--- config.mk ---
export PLATFORM = sky130hd
export DESIGN_NAME = mem_arbiter
export DESIGN_NICKNAME = d
export VERILOG_FILES = /design/src/rtl/mem_arbiter.sv
export SDC_FILE = /design/constraint.sdc
export NUM_CORES = 1
export LEC_CHECK = 0
export BUFFER_PORTS_ARGS = -buffer_cell sky130_fd_sc_hd__buf_4
export CELL_PAD_IN_SITES_DETAIL_PLACEMENT = 0
export CELL_PAD_IN_SITES_GLOBAL_PLACEMENT = 1
export CORE_MARGIN = 2
export CORE_UTILIZATION = 38
export CTS_CLUSTER_SIZE = 10
export DETAILED_ROUTE_END_ITERATION = 10
export MAX_ROUTING_LAYER = met4
export PLACE_DENSITY_LB_ADDON = 0.1
export RECOVER_POWER = 25
export REMOVE_ABC_BUFFERS = 1
export SLEW_MARGIN = 10
export SYNTH_ARGS = -nofsm -noshare
export SYNTH_HDL_FRONTEND = slang
export SYNTH_SLANG_ARGS = --single-unit
--- constraint.sdc ---
create_clock -name clk -period 2.4 [get_ports clk]
set_input_delay 0.36 -clock clk [delete_from_list [all_inputs] [get_ports clk]]
set_output_delay 0.36 -clock clk [all_outputs]
set_load 0.05 [all_outputs]
--- src/rtl/mem_arbiter.sv ---
// Two-requester arbiter sharing one slave memory port: data has priority over
// instruction fetch, bounded by a starvation limit, with a per-transaction timeout.
module mem_arbiter #(
    parameter int unsigned STARVE_LIMIT = 4,
    parameter int unsigned TIMEOUT      = 255
) (
    input  logic        clk,
    input  logic        rst,
    input  logic        i_valid,
    input  logic        i_instr,
    input  logic [31:0] i_addr,
    input  logic [31:0] i_wdata,
    input  logic [3:0]  i_wstrb,
    output logic [31:0] i_rdata,
    output logic        i_ready,
    input  logic        d_valid,
    input  logic        d_instr,
    input  logic [31:0] d_addr,
    input  logic [31:0] d_wdata,
    input  logic [3:0]  d_wstrb,
    output logic [31:0] d_rdata,
    output logic        d_ready,
    output logic        m_valid,
    output logic        m_instr,
    output logic [31:0] m_addr,
    output logic [31:0] m_wdata,
    output logic [3:0]  m_wstrb,
    input  logic [31:0] m_rdata,
    input  logic        m_ready,
    output logic        timeout,
    output logic        busy
);
    localparam logic [3:0]  STARVE_MAX = 4'(STARVE_LIMIT);
    localparam logic [15:0] TMO_MAX    = 16'(TIMEOUT);

    typedef enum logic {IDLE, BUSY} state_t;

    typedef struct packed {
        logic        instr;
        logic [31:0] addr;
        logic [31:0] wdata;
        logic [3:0]  wstrb;
    } req_t;

    // Index 0 is the instruction requester, index 1 the data requester.
    req_t        req_in  [2];
    req_t        req_q   [2];
    req_t        req_d   [2];
    req_t        sel_req [2];
    logic [31:0] rdata_o [2];
    logic [1:0]  valid_in;
    logic [1:0]  pend_q, pend_d;
    logic [1:0]  done, cap, eff;

    state_t      state_q, state_d;
    logic        owner_q, owner_d;
    logic [3:0]  starve_q, starve_d;
    logic [15:0] tmo_q, tmo_d;
    logic        m_valid_q, m_valid_d;
    req_t        m_req_q, m_req_d;

    logic        hit_tmo;
    logic        done_any;
    logic        grant;
    logic        win_d;

    assign req_in[0] = '{instr: i_instr, addr: i_addr, wdata: i_wdata, wstrb: i_wstrb};
    assign req_in[1] = '{instr: d_instr, addr: d_addr, wdata: d_wdata, wstrb: d_wstrb};
    assign valid_in  = {d_valid, i_valid};

    assign hit_tmo  = (state_q == BUSY) && !m_ready && (tmo_q == TMO_MAX);
    assign done_any = (state_q == BUSY) && (m_ready || hit_tmo);

    generate
        for (genvar gi = 0; gi < 2; gi++) begin : g_req
            localparam logic OWN = 1'(gi);
            assign done[gi] = done_any && (owner_q == OWN);
            // A new request is accepted when the slot is free or frees this cycle.
            assign cap[gi]     = valid_in[gi] && (!pend_q[gi] || done[gi]);
            assign eff[gi]     = (pend_q[gi] && !done[gi]) || cap[gi];
            assign sel_req[gi] = cap[gi] ? req_in[gi] : req_q[gi];
            assign pend_d[gi]  = cap[gi] | (pend_q[gi] & ~done[gi]);
            assign req_d[gi]   = cap[gi] ? req_in[gi] : req_q[gi];
            assign rdata_o[gi] = (done[gi] && !hit_tmo) ? m_rdata : 32'd0;
        end
    endgenerate

    assign grant = ((state_q == IDLE) || done_any) && (eff[0] || eff[1]);
    assign win_d = eff[1] && (!eff[0] || (starve_q != STARVE_MAX));

    always_comb begin
        state_d   = state_q;
        owner_d   = owner_q;
        starve_d  = starve_q;
        tmo_d     = tmo_q;
        m_valid_d = 1'b0;
        m_req_d   = m_req_q;

        if (state_q == BUSY) begin
            tmo_d = tmo_q + 16'd1;
        end
        if (done_any) begin
            state_d = IDLE;
            tmo_d   = 16'd0;
        end
        if (!eff[0]) begin
            starve_d = 4'd0;
        end
        // Completion and the next issue share a cycle so back-to-back requests lose no cycle.
        if (grant) begin
            state_d   = BUSY;
            owner_d   = win_d;
            m_valid_d = 1'b1;
            m_req_d   = win_d ? sel_req[1] : sel_req[0];
            tmo_d     = 16'd0;
            if (!win_d) begin
                starve_d = 4'd0;
            end else if (eff[0] && (starve_q != STARVE_MAX)) begin
                starve_d = starve_q + 4'd1;
            end
        end
    end

    always_ff @(posedge clk) begin
        if (!rst) begin
            state_q   <= IDLE;
            owner_q   <= 1'b0;
            starve_q  <= 4'd0;
            tmo_q     <= 16'd0;
            m_valid_q <= 1'b0;
            m_req_q   <= '0;
            pend_q    <= 2'b00;
            for (int k = 0; k < 2; k++) begin
                req_q[k] <= '0;
            end
        end else begin
            state_q   <= state_d;
            owner_q   <= owner_d;
            starve_q  <= starve_d;
            tmo_q     <= tmo_d;
            m_valid_q <= m_valid_d;
            m_req_q   <= m_req_d;
            pend_q    <= pend_d;
            for (int k = 0; k < 2; k++) begin
                req_q[k] <= req_d[k];
            end
        end
    end

    assign m_valid = m_valid_q;
    assign m_instr = m_req_q.instr;
    assign m_addr  = m_req_q.addr;
    assign m_wdata = m_req_q.wdata;
    assign m_wstrb = m_req_q.wstrb;
    assign busy    = (state_q == BUSY);
    assign timeout = hit_tmo;
    assign i_ready = done[0];
    assign d_ready = done[1];
    assign i_rdata = rdata_o[0];
    assign d_rdata = rdata_o[1];

endmodule

==> flow_results.org <==
** Clock tree
- Clock latency on the worst-skew pair, taken at its later pin, is 0.52 ns.
- After clock tree synthesis, the flow added hold-fix buffers numbering 0.
- The longest clock path from root to sink contains 3 buffers.
- In this run, CTS created clock tree buffers numbering 27.
- Clock transition at the register clock pins on the worst setup and hold paths after CTS :: 0.06 ns
- Cell at the root of the clock tree :: sky130_fd_sc_hd__clkbuf_16
- TritonCTS built the clock tree.
- The clock drives 232 sinks.
- CTS built an H-tree with a depth of 1.

** Drt
- Summed over all layers, the routed wires come to 38.4 mm.
- Across all layers, the routed design uses 10900 vias.
- In the routed layout, each cell is associated on average with a via count of 5.55.
- Dividing the detail-routed wire length by the instance count gives 19.5 um.
- Detailed-route DRC error count :: 0
- In this run the remaining antenna-violating nets after routing total 0.
- For this run, the detailed router's first-pass iteration total came to 7.
- In this run, the number of DRC markers left after iteration 0 of detailed routing was 787.

** Floorplan
- Standard-cell row count :: 61
- The die is 171 um tall.
- Horizontal die dimension :: 171 um
- Core Footprint :: 27700 sq um
- Die ar. :: 29400 sq um
- The initial utilization of the core area, before any placement, comes to 0.384.
- Boundary Pins :: 313

** Min path
- Worst Min Path Start :: d_wdata[12]
- In this run the worst hold path is classified as in -> reg.
- Hold-critical path depth :: 3
- Endpoint with the worst hold slack :: req_q[0][85]

** Pwr
- Power dissipated by switching net loads :: 3.12 mW
- Share of power burned in the clock network :: 0.355
- Part of the total power dissipated in combinational logic :: 0.221
- Switching power as a share of total power :: 0.310
- Power Total :: roughly 10 mW
- VDD IR max :: 492 uV
- The share of total power dissipated in sequential elements is 0.425.
- For this design the static power due to leakage is 5.49 nW.
- Power Dens Cells :: 708 nW/um^2
- Internal power consumption :: 6.93 mW

** Run status
- The final reports fail on negative setup slack.
- Result of the run :: complete, but fails checks

** STA
- Subtracting the final worst setup slack from the clock period gives about 2.5 ns.
- The number of max-slew violations in the final report was 0.
- The number of hold-slack violations in the final timing report was 0.
- Actual slew at the worst max-slew pin :: 0.743 ns
- Slew Limit Headroom :: 0.504
- Maximum clock skew at final layout :: roughly 0.0091 ns
- In the post-route analysis, the smallest setup slack over all paths is -0.0569 ns.
- Setup violations remaining at the end of the flow were counted as 2.
- Achievable frequency :: 0.407 GHz
- Worst hold slack :: 0.0921 ns
- Final period util :: 1.02

** Worst setup path
- RR Endpoint :: m_wdata[29]
- For the worst flop-to-flop path, the logic depth is 8.
- Launch point of the worst reg-to-reg path :: owner_q
- CP Max Fanout :: 3
- Startpoint of the most critical setup path :: tmo_q[11]
- CP Data Required Time :: 2.04 ns
- The worst setup path is captured at a primary output.
- The worst register-to-register path has a setup slack of 0.12 ns.
- The critical path in this run is classified as reg -> out.
- Arrival time reported for the critical path endpoint :: 2.10 ns
- Startpoint types :: flop

** Synthesis
- Most common cell in the synthesized netlist :: sky130_fd_sc_hd__dfxtp_1
- Unique cell type count in the Yosys netlist :: 46
- For this run, the leading register cell type out of synthesis is sky130_fd_sc_hd__dfxtp_1.
- Sorting the synthesized cells by area gives the leading types as sky130_fd_sc_hd__dfxtp_1 (44%), sky130_fd_sc_hd__a21oi_1 (6.8%), sky130_fd_sc_hd__a32o_1 (6.5%).
- Area share of the largest cell type after synthesis :: 0.436
- Count of state elements after synthesis :: 232
- Synthesis produced 1312 cells.
- Yosys printed 0 warnings.
- For this run, the register share of the synthesized area comes to 0.436.
- Largest area contributor in the synthesized netlist :: sky130_fd_sc_hd__dfxtp_1
- Synthesized area divided by synthesized cell count :: 8.11 sq um
- Sorting the synthesized cells by how often they occur yields sky130_fd_sc_hd__dfxtp_1 (232), sky130_fd_sc_hd__nand2_1 (150), sky130_fd_sc_hd__a21oi_1 (144), sky130_fd_sc_hd__o21ai_0 (132), sky130_fd_sc_hd__clkbuf_1 (100).
- Count of flip-flops with a built-in enable after synthesis :: 0
- The mapped netlist covers 10600 sq um.
- Of all flip-flops after synthesis, the portion carrying an async set or reset was 0.

** Final layout
- Summing all non-filler instances in the final layout gives an area of 14200 sq um.
- Number of nets in the finished design :: 1760
- In the final layout, the share of cells above drive strength 1 is 0.225.
- The layout has 2786 filler cells.
- Synthesis-to-finish area growth :: 33.5%

** Placement
- Input and output buffers added on the ports amount to about 310.
- The HPWL after detailed placement is 24.5 mm.
- The placed instances occupy a cell area of 13600 sq um.
- At the end of routability-driven placement, the weighted congestion stood at a little under 0.8.

** GRT
- The first global-routing pass estimated 57.8 mm of wire.
- In the global route stage, overall resource usage came out at 0.258.
- The number of antenna violations at the first check in global routing is 1.
- Pin count of the biggest net entering global routing :: roughly 140
- After global routing the overflow that remains totals 0.
- Vias in the first global route :: 10200

** Run
- Max_cap viols :: 0
-- power groups by stage --
stage	sequential (mW)	combinational [mW]	clock, mW
2_1_floorplan	4.75	0.896	0
3_3_place_gp	4.35	2.30	0
3_5_place_dp	4.35	2.32	0
4_1_cts	4.27	2.33	3.63
5_1_grt	4.30	2.38	3.78
6_report	4.27	2.22	3.56
-- worst max-delay path by stage --
stage,cells past startpoint,end
final,7,d_ready
after global routing,7,d_ready
after CTS,7,d_ready
after detailed placement,8,m_wdata[15]
after global placement,8,m_wdata[25]
after floorplan,5,tmo_q[0]
-- worst max-delay path: stages, from the launching register on --
cell                      delay (ns)
sky130_fd_sc_hd__dfxtp_2        0.33
sky130_fd_sc_hd__buf_4          0.14
sky130_fd_sc_hd__nor4_2         0.30
sky130_fd_sc_hd__nand3_1        0.17
sky130_fd_sc_hd__nor2_2         0.22
sky130_fd_sc_hd__o21ai_4        0.11
sky130_fd_sc_hd__nor2_4         0.13
sky130_fd_sc_hd__buf_8          0.16
-- logic make-up (layout without fill, tap and decap cells) --
logic type,after synthesis,after routing,share of synthesized area
AOI/OAI and AO/OA,433,433,0.260
xor gates and xnor gates,15,15,0.0123
adders and majority gates,3,3,0.00353
buffers and inverters,134,408,0.0526
DFF,232,232,0.436
muxes,2,2,0.00188
other,0,2,0
and+or+nand+nor,493,493,0.234
-- state kept, by name, summed over array words and instances, names as in the netlist --
signal,cells
m_valid,1
m_instr,1
busy,1
starve_q,4
m_addr,32
tmo_q,16
m_wstrb,4
owner_q,1
m_wdata,32
req_q,138
pend_q,2
-- per-stage QoR --
step	setup WS (ns)	TNS, ns	instances	utilization
after global placement	0.0931	0	1928	0.492
after CTS	-0.0180	-0.0180	1961	0.519
final	-0.0569	-0.108	1966	0.513
after floorplan	-2.66	-407.45	1184	-
after detailed placement	0.0616	0	1928	0.492
after global routing	-0.106	-0.205	1965	0.513
-- final cells by class --
cell class | count | area [sq um] | area share
multi-input cells | 946 | 5550 | 0.391
well taps | 378 | 473 | 0.0333
repair buffers | 369 | 2780 | 0.196
inverters | 6 | 25.0 | 0.00176
clock buffers | 33 | 718 | 0.0506
diodes | 2 | 5.00 | 0.000352
flip-flops and latches | 232 | 4650 | 0.327
-- repair_timing --
item | 4_1_cts | 5_1_grt
endpoints found under the setup margin | 3 | 72
pin swaps | 4 | 5
buffers inserted | 0 | 3
gates resized for setup | 13 | 15
-- routing by layer --
layer  up-vias  share of wire  global-route usage
met5         -              0                   -
met4         0          0.027              0.0833
met3        60          0.068              0.0297
met2       425           0.47               0.429
met1      5196           0.43               0.328
li1       5234              -                   -
-- layout by cell type, fill, tap and decap left out, types with 4 or more instances in the layout --
| master | n |
|---|---|
| sky130_fd_sc_hd__buf_4 | 274 |
| sky130_fd_sc_hd__dfxtp_1 | 228 |
| sky130_fd_sc_hd__nand2_1 | 149 |
| sky130_fd_sc_hd__a21oi_1 | 143 |
| sky130_fd_sc_hd__o21ai_0 | 128 |
| sky130_fd_sc_hd__nor2_1 | 94 |
| sky130_fd_sc_hd__nand3_1 | 78 |
| sky130_fd_sc_hd__clkbuf_1 | 75 |
| sky130_fd_sc_hd__o211ai_1 | 69 |
| sky130_fd_sc_hd__a32o_1 | 69 |
| sky130_fd_sc_hd__nor3b_1 | 68 |
| sky130_fd_sc_hd__and2_1 | 65 |
| sky130_fd_sc_hd__clkbuf_16 | 27 |
| sky130_fd_sc_hd__buf_12 | 21 |
| sky130_fd_sc_hd__o21ai_1 | 12 |
| sky130_fd_sc_hd__xor2_1 | 10 |
| sky130_fd_sc_hd__nor2b_1 | 6 |
| sky130_fd_sc_hd__nand4_1 | 5 |
| sky130_fd_sc_hd__xnor2_1 | 5 |
| sky130_fd_sc_hd__inv_1 | 4 |
| sky130_fd_sc_hd__dfxtp_2 | 4 |
No activity file was read; power rests on OpenSTA's default activity.
